--- src/rtl/tl_xbar_arb_2to1.sv ---
// Two-client TileLink-UH A/D arbiter onto one manager port.
// A channel: round-robin between in0/in1, multi-beat Put bursts locked to
// one owner. The client index is prefixed onto the A source as bit 6.
// D channel: routed back to the client named by source bit 6, with no state.
module tl_xbar_arb_2to1 (
  input  logic        clock,
  input  logic        reset,

  input  logic        auto_in0_a_valid,
  output logic        auto_in0_a_ready,
  input  logic [2:0]  auto_in0_a_bits_opcode,
  input  logic [2:0]  auto_in0_a_bits_param,
  input  logic [3:0]  auto_in0_a_bits_size,
  input  logic [5:0]  auto_in0_a_bits_source,
  input  logic [28:0] auto_in0_a_bits_address,
  input  logic [7:0]  auto_in0_a_bits_mask,
  input  logic [63:0] auto_in0_a_bits_data,
  input  logic        auto_in0_a_bits_corrupt,
  output logic        auto_in0_d_valid,
  input  logic        auto_in0_d_ready,
  output logic [2:0]  auto_in0_d_bits_opcode,
  output logic [1:0]  auto_in0_d_bits_param,
  output logic [3:0]  auto_in0_d_bits_size,
  output logic [5:0]  auto_in0_d_bits_source,
  output logic        auto_in0_d_bits_sink,
  output logic        auto_in0_d_bits_denied,
  output logic [63:0] auto_in0_d_bits_data,
  output logic        auto_in0_d_bits_corrupt,

  input  logic        auto_in1_a_valid,
  output logic        auto_in1_a_ready,
  input  logic [2:0]  auto_in1_a_bits_opcode,
  input  logic [2:0]  auto_in1_a_bits_param,
  input  logic [3:0]  auto_in1_a_bits_size,
  input  logic [5:0]  auto_in1_a_bits_source,
  input  logic [28:0] auto_in1_a_bits_address,
  input  logic [7:0]  auto_in1_a_bits_mask,
  input  logic [63:0] auto_in1_a_bits_data,
  input  logic        auto_in1_a_bits_corrupt,
  output logic        auto_in1_d_valid,
  input  logic        auto_in1_d_ready,
  output logic [2:0]  auto_in1_d_bits_opcode,
  output logic [1:0]  auto_in1_d_bits_param,
  output logic [3:0]  auto_in1_d_bits_size,
  output logic [5:0]  auto_in1_d_bits_source,
  output logic        auto_in1_d_bits_sink,
  output logic        auto_in1_d_bits_denied,
  output logic [63:0] auto_in1_d_bits_data,
  output logic        auto_in1_d_bits_corrupt,

  output logic        auto_out_a_valid,
  input  logic        auto_out_a_ready,
  output logic [2:0]  auto_out_a_bits_opcode,
  output logic [2:0]  auto_out_a_bits_param,
  output logic [3:0]  auto_out_a_bits_size,
  output logic [6:0]  auto_out_a_bits_source,
  output logic [28:0] auto_out_a_bits_address,
  output logic [7:0]  auto_out_a_bits_mask,
  output logic [63:0] auto_out_a_bits_data,
  output logic        auto_out_a_bits_corrupt,
  input  logic        auto_out_d_valid,
  output logic        auto_out_d_ready,
  input  logic [2:0]  auto_out_d_bits_opcode,
  input  logic [1:0]  auto_out_d_bits_param,
  input  logic [3:0]  auto_out_d_bits_size,
  input  logic [6:0]  auto_out_d_bits_source,
  input  logic        auto_out_d_bits_sink,
  input  logic        auto_out_d_bits_denied,
  input  logic [63:0] auto_out_d_bits_data,
  input  logic        auto_out_d_bits_corrupt
);

  logic        locked;
  logic        owner;
  logic [11:0] beats_left;
  logic        last_grant;

  logic        grant;
  logic        grant_active;
  logic        a_fire;
  logic        multi_beat;
  logic [11:0] beats_m1;
  logic        d_sel;

  // Grant selection: the lock owner wins outright, otherwise round-robin on ties.
  always_comb begin
    grant        = 1'b0;
    grant_active = 1'b0;
    if (locked) begin
      grant        = owner;
      grant_active = 1'b1;
    end else if (auto_in0_a_valid && !auto_in1_a_valid) begin
      grant        = 1'b0;
      grant_active = 1'b1;
    end else if (auto_in1_a_valid && !auto_in0_a_valid) begin
      grant        = 1'b1;
      grant_active = 1'b1;
    end else if (auto_in0_a_valid && auto_in1_a_valid) begin
      grant        = ~last_grant;
      grant_active = 1'b1;
    end
  end

  // A payload mux from the granted client; source gets the client index prefix.
  always_comb begin
    if (grant) begin
      auto_out_a_valid        = auto_in1_a_valid;
      auto_out_a_bits_opcode  = auto_in1_a_bits_opcode;
      auto_out_a_bits_param   = auto_in1_a_bits_param;
      auto_out_a_bits_size    = auto_in1_a_bits_size;
      auto_out_a_bits_source  = {1'b1, auto_in1_a_bits_source};
      auto_out_a_bits_address = auto_in1_a_bits_address;
      auto_out_a_bits_mask    = auto_in1_a_bits_mask;
      auto_out_a_bits_data    = auto_in1_a_bits_data;
      auto_out_a_bits_corrupt = auto_in1_a_bits_corrupt;
    end else begin
      auto_out_a_valid        = auto_in0_a_valid;
      auto_out_a_bits_opcode  = auto_in0_a_bits_opcode;
      auto_out_a_bits_param   = auto_in0_a_bits_param;
      auto_out_a_bits_size    = auto_in0_a_bits_size;
      auto_out_a_bits_source  = {1'b0, auto_in0_a_bits_source};
      auto_out_a_bits_address = auto_in0_a_bits_address;
      auto_out_a_bits_mask    = auto_in0_a_bits_mask;
      auto_out_a_bits_data    = auto_in0_a_bits_data;
      auto_out_a_bits_corrupt = auto_in0_a_bits_corrupt;
    end
  end

  // Only the granted client sees the manager's ready; with no grant both stay low.
  always_comb begin
    auto_in0_a_ready = grant_active & ~grant & auto_out_a_ready;
    auto_in1_a_ready = grant_active &  grant & auto_out_a_ready;
  end

  // Burst length of the message now on the bus, as beats minus one.
  // For a Put of size s the remaining beats are (1 << (s-3)) - 1, i.e. s-3 low ones.
  always_comb begin
    a_fire     = auto_out_a_valid & auto_out_a_ready;
    multi_beat = (auto_out_a_bits_opcode[2:1] == 2'b00) && (auto_out_a_bits_size > 4'd3);
    beats_m1   = 12'hfff >> (4'd15 - auto_out_a_bits_size);
  end

  // Arbitration state: lock on the first beat of a burst, release on its last beat.
  always_ff @(posedge clock or negedge reset) begin
    if (!reset) begin
      locked     <= 1'b0;
      owner      <= 1'b0;
      beats_left <= 12'd0;
      last_grant <= 1'b1;
    end else if (a_fire) begin
      if (!locked) begin
        if (multi_beat) begin
          locked     <= 1'b1;
          owner      <= grant;
          beats_left <= beats_m1;
        end else begin
          last_grant <= grant;
        end
      end else begin
        beats_left <= beats_left - 12'd1;
        if (beats_left == 12'd1) begin
          locked     <= 1'b0;
          last_grant <= owner;
        end
      end
    end
  end

  // D routing by source bit 6; the prefix is stripped on the way back.
  always_comb begin
    d_sel            = auto_out_d_bits_source[6];
    auto_in0_d_valid = auto_out_d_valid & ~d_sel;
    auto_in1_d_valid = auto_out_d_valid &  d_sel;
    auto_out_d_ready = d_sel ? auto_in1_d_ready : auto_in0_d_ready;

    auto_in0_d_bits_opcode  = auto_out_d_bits_opcode;
    auto_in0_d_bits_param   = auto_out_d_bits_param;
    auto_in0_d_bits_size    = auto_out_d_bits_size;
    auto_in0_d_bits_source  = auto_out_d_bits_source[5:0];
    auto_in0_d_bits_sink    = auto_out_d_bits_sink;
    auto_in0_d_bits_denied  = auto_out_d_bits_denied;
    auto_in0_d_bits_data    = auto_out_d_bits_data;
    auto_in0_d_bits_corrupt = auto_out_d_bits_corrupt;

    auto_in1_d_bits_opcode  = auto_out_d_bits_opcode;
    auto_in1_d_bits_param   = auto_out_d_bits_param;
    auto_in1_d_bits_size    = auto_out_d_bits_size;
    auto_in1_d_bits_source  = auto_out_d_bits_source[5:0];
    auto_in1_d_bits_sink    = auto_out_d_bits_sink;
    auto_in1_d_bits_denied  = auto_out_d_bits_denied;
    auto_in1_d_bits_data    = auto_out_d_bits_data;
    auto_in1_d_bits_corrupt = auto_out_d_bits_corrupt;
  end

endmodule

--- config.mk ---
export PLATFORM = sky130hd
export DESIGN_NAME = tl_xbar_arb_2to1
export DESIGN_NICKNAME = d
export VERILOG_FILES = /design/src/rtl/tl_xbar_arb_2to1.sv
export SDC_FILE = /design/constraint.sdc
export NUM_CORES = 1
export LEC_CHECK = 0
export ABC_AREA = 0
export CORE_AREA = 4 4 240 242
export DETAILED_ROUTE_END_ITERATION = 8
export DIE_AREA = 0 0 244 246
export SLEW_MARGIN = 20
export SYNTH_ARGS = -nofsm -noshare
export SYNTH_HDL_FRONTEND = slang
export SYNTH_SLANG_ARGS = --single-unit
--- constraint.sdc ---
create_clock -name clock -period 2.75 [get_ports clock]
set_clock_uncertainty 0.2 [all_clocks]
set_input_delay 0.275 -clock clock [delete_from_list [all_inputs] [get_ports clock]]
set_output_delay 0.275 -clock clock [all_outputs]
set_load 0.02 [all_outputs]
==> reports/metrics.yaml, run 1 <==
cells_and_area:
  final_cell_area_sq_um: 7670
  drive_gt1_frac: 0.0644
  fillCellCount: 6426
  area_growth_pct: 90.2
  fin_nets: 1231
synthesis:
  synth_edf_count: 0
  ys_warn_count: 0
  ys_dominant_reg_cell: "dfrtp_1"
  synthTopCellsByArea: "nand2_1, buf_4, dfrtp_1"
  synthCells: 708
  syn_area_sq_um: 4030
  synth_top_area_cell: "nand2_1"
  synthArstFlopShare: 1.00
  ys_top_cells_by_count: "nand2_1, buf_4, clkbuf_1, buf_2, dfrtp_1"
  ys_ff_latch: 15
  yosysMostFrequentCell: "nand2_1"
  syn_nets: 1037
  ys_types: 54
  netlist.area_leader.share: 0.336
  ys_seq_area_frac: 0.0934
  syn-mean-instance-area_sq_um: 5.70
floorplanning:
  die_w_microns: 244
  initial_core_util: 0.0732
  die_h_microns: 246
  placementRows: 86
  core_area_sq_um: 55100
  ios: 616
  die-area_sq_um: 60000
drt:
  drc: 0
  ant_nets: 0
  dr.pass1.iters: 4
  route.vias.total: 5247
  drtIter0Drc: 197
  wl_per_cell_microns: 15.3
  viasPerCell: 3.18
  drt_wl_total_mm: 25.2
sta:
  final.min_clock_period_ps: 2610
  setup_viol: 0
  fin_crit_sh: 0.949
  slew_violations: 0
  slew_headroom: 0.521
  fmax_ghz: 0.383
  setup_tns_ps: 0
  tightest_slew_ps: 716
  finalHoldViolations: 0
  rsz0062_at_grt: "false"
critical_path:
  path_max_fanout: 52
  setup.worst_path.class: "reg -> reg"
  crit_arrival_ps: 2530
  cp-start-kind: "flop"
  worstReg2RegStart: "locked$_DFFE_PN0P_"
  cp-end-kind: "flop"
  cp_data_required_time_ps: 2680
  startpoint: "locked$_DFFE_PN0P_"
cts:
  clock_path_buffers: 2
  htreeDepth: 1
  cts.sinks: 15
  clk_pin_slew_ps: 50
  clockRootBuffer: "clkbuf_16"
  clock_latency_ps: 250
  cts.hold.buffers_added: 0
  tritoncts: "yes"
  cts_inserted_buffers: 3
global_route:
  grt_pass1_vias: 5364
  grtUsageTotal: 0.0756
  grt-ovfl-total: 0
  grt_max_degree: 64
  antenna_found_initial: 6
  grt_pass1_wl_mm: 34.3
status:
  status: "finished clean"
power:
  irDropWorstVdd_mv: 0.287
  p_per_area_nw_per_um2: 723
  cellLeakagePower_nw: 3.71
placement:
  port_buffers: 369
  dpl-instance-area_sq_um: 7550
  dp_hpwl_mm: 21.9
  gp_congestion: 0.874
flow_run:
  max-cap-violations: 0
hold_path:
  min_path_type: "in -> async"
-- cells in the final DEF (no fill, tap or decap), types with 3 or more instances in the layout --
cell,instances
nand3_1,5
dfrtp_1,14
clkbuf_16,3
buf_12,8
o21ai_0,9
dlymetal6s2s_1,40
nand2b_1,3
o31ai_1,6
clkdlybuf4s50_1,249
o211ai_1,4
nand4_1,4
or2_2,3
dlygate4sd2_1,68
nor2_1,13
nor3_1,7
or4_1,3
buf_4,27
nand2_1,361
o21a_1,3
inv_1,5
a21oi_1,7
o31a_1,3
a221o_1,3
mux2_2,7
buf_16,3
-- final timing paths --
kind | to | slack (ps) | cells after the start
hold / removal | owner$_DFFE_PN0P_ | 260 | 1
max in group asynchronous | beats_left[10]$_DFFE_PN0P_ | 1640 | 1
hold reg to reg | beats_left[10]$_DFFE_PN0P_ | 320 | 1
min in group clock | beats_left[10]$_DFFE_PN0P_ | 320 | 1
setup / recovery | beats_left[6]$_DFFE_PN0P_ | 140 | 7
setup reg to reg | beats_left[6]$_DFFE_PN0P_ | 140 | 7
-- through the flow --
| step | hold slack [ps] | utilization | total power [mW] | setup WS [ps] | std cells |
|---|---|---|---|---|---|
| after global routing | 307 | 0.139 | 5.98 | 58.4 | 1650 |
| after CTS | 287 | 0.137 | 5.67 | -27.5 | 1649 |
| after detailed placement | 307 | 0.137 | 5.62 | -87.2 | 1645 |
| final | 260 | 0.139 | 5.54 | 141 | 1650 |
| after global placement | 301 | 0.137 | 5.56 | -84.2 | 1645 |
| after floorplan | -221 | - | 3.37 | 427 | 708 |
-- critical path, stage by stage (launching register included) --
cell      delay, ps
dfrtp_1         410
nand2b_1        170
o21a_4          280
inv_4           100
buf_16          220
mux2_4          360
or2_0           310
a221o_1         390
-- repair_timing --
item | CTS | global route
buffers inserted | 0 | 0
gates resized for setup | 70 | 41
hold endpoints to repair | 0 | 0
endpoints found under the setup margin | 75 | 40
-- report_power, final --
| group | switching [mW] | internal [mW] |
|---|---|---|
| Sequential | 0.124 | 0.329 |
| Combinational | 2.75 | 2.06 |
| Clock | 0.0874 | 0.196 |
| Total | 2.96 | 2.58 |
-- flip-flops by register name, indices dropped and copies added, names as in the netlist --
register and cells:
owner 1, last_grant 1, beats_left 12, locked 1
-- area by class of cell --
class	count	area, sq um	share of cell area
Antenna cell	1	2.50	0.000326
Timing Repair Buffer	395	4030	0.526
Clock buffer	4	78.8	0.0103
Sequential cell	15	377	0.0491
Tap cell	748	936	0.122
Inverter	6	25.0	0.00326
Multi-Input combinational cell	481	2220	0.289
-- metal layers --
metal	global-route usage	up-vias	wire [microns]
li1	-	2460	-
met1	0.0651	2245	7230
met2	0.134	446	12300
met3	0.0455	94	4080
met4	0.0466	2	1590
met5	0	-	12
-- logic make-up (layout without fill, tap and decap cells) --
kind of cell / Yosys count / in the layout / synth area share
adders and majority gates: 2 / 2 / 0.00620
other: 0 / 1 / 0
buffers and inverters: 212 / 405 / 0.359
DFF: 15 / 15 / 0.0934
muxes: 10 / 10 / 0.0282
AOI/OAI and AO/OA: 55 / 55 / 0.0987
and+or+nand+nor: 414 / 414 / 0.415
(Power assumes the default switching activity.)
==> run 2: changes to the inputs <==
--- a/config.mk
+++ b/config.mk
@@ -6,9 +6,10 @@
 export NUM_CORES = 1
 export LEC_CHECK = 0
 export ABC_AREA = 0
-export CORE_AREA = 4 4 240 242
+export CAP_MARGIN = 5
+export CORE_AREA = 3 3 240 242
 export DETAILED_ROUTE_END_ITERATION = 8
-export DIE_AREA = 0 0 244 246
+export DIE_AREA = 0 0 243 245
 export SLEW_MARGIN = 20
 export SYNTH_ARGS = -nofsm -noshare
 export SYNTH_HDL_FRONTEND = slang
==> constraint.sdc (replaced) <==
create_clock -name clock -period 2.3 [get_ports clock]
set_clock_uncertainty 0.2 [all_clocks]
set_input_delay 0.23 -clock clock [delete_from_list [all_inputs] [get_ports clock]]
set_output_delay 0.23 -clock clock [all_outputs]
set_load 0.02 [all_outputs]
==> run 2 against run 1 <==
  * The flow now finishes with violations (setup timing)
  * Register-to-register slack got worse by 220 ps
  * Critical path depth rose by 1
  * Setup slack got worse by 220 ps
  * Wire length rose by 40%
  * Maximum frequency rose by 9.9%
  * Final cell count rose by 2.4%
  * Flip-flop and latch count did not move
  * Utilization rose by 1.7 points
  * Largest cell class unchanged
==> reports/metrics.yaml, run 2 (synthesis gave the netlist of run 1 again) <==
floorplanning:
  die_w_microns: 243  # -0.41%
  placementRows: 86  # unchanged
  die-area_sq_um: 59500  # -0.81%
  ios: 616  # unchanged
  die_h_microns: 245  # -0.41%
  core_area_sq_um: 55300  # +0.39%
  initial_core_util: 0.0729  # -0.000285
sta:
  slew_headroom: 0.526  # +0.00510
  rsz0062_at_grt: "true"
  finalHoldViolations: 0  # unchanged
  final.min_clock_period_ps: 2370  # -235 ps
  slew_violations: 0  # unchanged
  fmax_ghz: 0.421  # +9.9%
  fin_crit_sh: 1.03  # +0.0837
  setup_slack_ps: -74.5  # -215 ps
  setup_viol: 71  # +71
  tightest_slew_ps: 709  # -7.62 ps
critical_path:
  crit_arrival_ps: 2310  # -220 ps
  cp-end-kind: "flop"
  slowest_stage: "dfrtp_1"
  cp-start-kind: "flop"
  slowest_delay_ps: 420  # about the same
  setup.worst_path.class: "reg -> reg"
  path_cells: "nand2b_4, o21a_4, buf_12, inv_16, mux2_4, buf_4, or4_4, o211a_1"
  cpLargestDelayFamily: "simple AND/OR/NAND/NOR gates"
  cp_num_buf_inv: 3  # +1
  path_max_fanout: 6  # -88%
  cp_data_required_time_ps: 2240  # -440 ps
cts:
  htreeDepth: 1  # unchanged
  clk_pin_slew_ps: 50  # about the same
  tritoncts: "yes"
  clock_path_buffers: 2  # unchanged
  cts.sinks: 15  # unchanged
  cts_inserted_buffers: 3  # unchanged
  clock_latency_ps: 250  # about the same
  clockRootBuffer: "clkbuf_16"
  cts.hold.buffers_added: 0  # unchanged
power:
  irDropWorstVdd_mv: 0.466  # +62%
  cellLeakagePower_nw: 3.82  # +2.9%
  power.total_mw: 9.61  # +73%
  p_per_area_nw_per_um2: 1120  # +54%
placement:
  port_buffers: 369  # unchanged
  gp_congestion: 0.833  # -4.7%
  dp_hpwl_mm: 26.8  # +22%
  dpl-instance-area_sq_um: 7750  # +2.7%
drt:
  wl_per_cell_microns: 20.8  # +36%
  route.vias.total: 5575  # +6.3%
  drtIter0Drc: 360  # +83%
  dr.pass1.iters: 5  # +1
  drc: 0  # unchanged
  ant_nets: 0  # unchanged
  drt_wl_total_mm: 35.1  # +40%
  viasPerCell: 3.30  # +3.7%
cells_and_area:
  drive_gt1_frac: 0.278  # +0.213
  fin_nets: 1270  # +3.2%
  mostFrequentLayoutCells: "nand2_1, clkdlybuf4s50_1, buf_4"
  final_common_cell: "nand2_1"
  top_register: "beats_left"
  largest_reg_flops: 12  # unchanged
  final_cell_area_sq_um: 8610  # +12%
  fillCellCount: 6434  # +0.12%
  area_growth_pct: 114
hold_path:
  min_path_type: "in -> async"
global_route:
  grt_max_degree: 33  # -48%
  antenna_found_initial: 3  # -3
  grt_pass1_wl_mm: 44.1  # +29%
  grt-ovfl-total: 0  # unchanged
  grtUsageTotal: 0.105  # +0.0292
  grt_pass1_vias: 5594  # +4.3%
status:
  status: "finished with violations"
  violations: "setup timing"
flow_run:
  max-cap-violations: 0  # unchanged
run 2: cell types whose count changed in the layout (fill, tap and decap cells not counted), sizes merged:
cell           previous run  this run
bufbuf                    0         3
clkdlybuf4s50           249       247
clkbuf                    4        11
buf                      38       175
diode                     1         2
dlygate4sd2              68         0
dlymetal6s2s             40         0
clkinv                    0         1
inv                       6         7
run 2: what timing repair did:
action                                  in CTS  in global routing
gates cloned                                11                  9
setup buffers                               10                  3
resized for setup                          412                 85
endpoints found under the setup margin     124                128
pin swaps                                    2                  9
run 2: worst reg2reg max path, cell delays in order, from the launching register on:
cell and delay (ps):
dfrtp_1 420, nand2b_4 160, o21a_4 250, buf_12 150, inv_16 80, mux2_4 340, buf_4 150, or4_4 400
o211a_1 130
run 2: layer usage:
layer  wire length (microns)  GRT usage
met4                    1410     0.0267
met3                    5370     0.0631
met2                   16200      0.177
met1                   12200      0.111
met5                       0          0
run 2: worst paths after layout:
path / slack (ps) / to / cells after the start / start
setup / recovery: -70 / beats_left[4]$_DFFE_PN0P_ / 8 / locked$_DFFE_PN0P_
hold / removal: 200 / owner$_DFFE_PN0P_ / 1 / reset
setup reg to reg: -70 / beats_left[4]$_DFFE_PN0P_ / 8 / locked$_DFFE_PN0P_
hold reg to reg: 330 / beats_left[10]$_DFFE_PN0P_ / 1 / beats_left[10]$_DFFE_PN0P_
max in group asynchronous: 1240 / beats_left[0]$_DFFE_PN0P_ / 1 / reset
min in group clock: 260 / auto_in0_d_bits_size[0] / 0 / auto_out_d_bits_size[0]
run 2: area by class of cell:
type,count,area [sq um],area share
Antenna cell,2,5.00,0.000581
Clock buffer,3,75.1,0.00872
Clock inverter,1,5.00,0.000581
Inverter,6,38.8,0.00450
Multi-Input combinational cell,481,2410,0.280
Sequential cell,15,377,0.0437
Tap cell,748,936,0.109
Timing Repair Buffer,433,4750,0.552
Timing Repair inverter,1,11.3,0.00131
run 2: stage by stage:
| stage | util | instances | setup slack [ps] | setup TNS, ps | hold WS, ps |
|---|---|---|---|---|---|
| floorplan | - | 708 | 16.7 | 0 | -266 |
| global placement | 0.140 | 1652 | -442 | -27260 | 260 |
| detailed placement | 0.140 | 1652 | -465 | -29710 | 260 |
| CTS | 0.149 | 1677 | -93.1 | -2990 | 231 |
| global route | 0.156 | 1688 | -138 | -9290 | 260 |
| finish | 0.156 | 1690 | -74.5 | -1910 | 204 |
run 2: report_power, final:
part / internal, mW / total (mW) / switching, mW
sequential: 0.393 / 0.546 / 0.152
combinational: 4.12 / 8.72 / 4.60
clock: 0.233 / 0.350 / 0.117
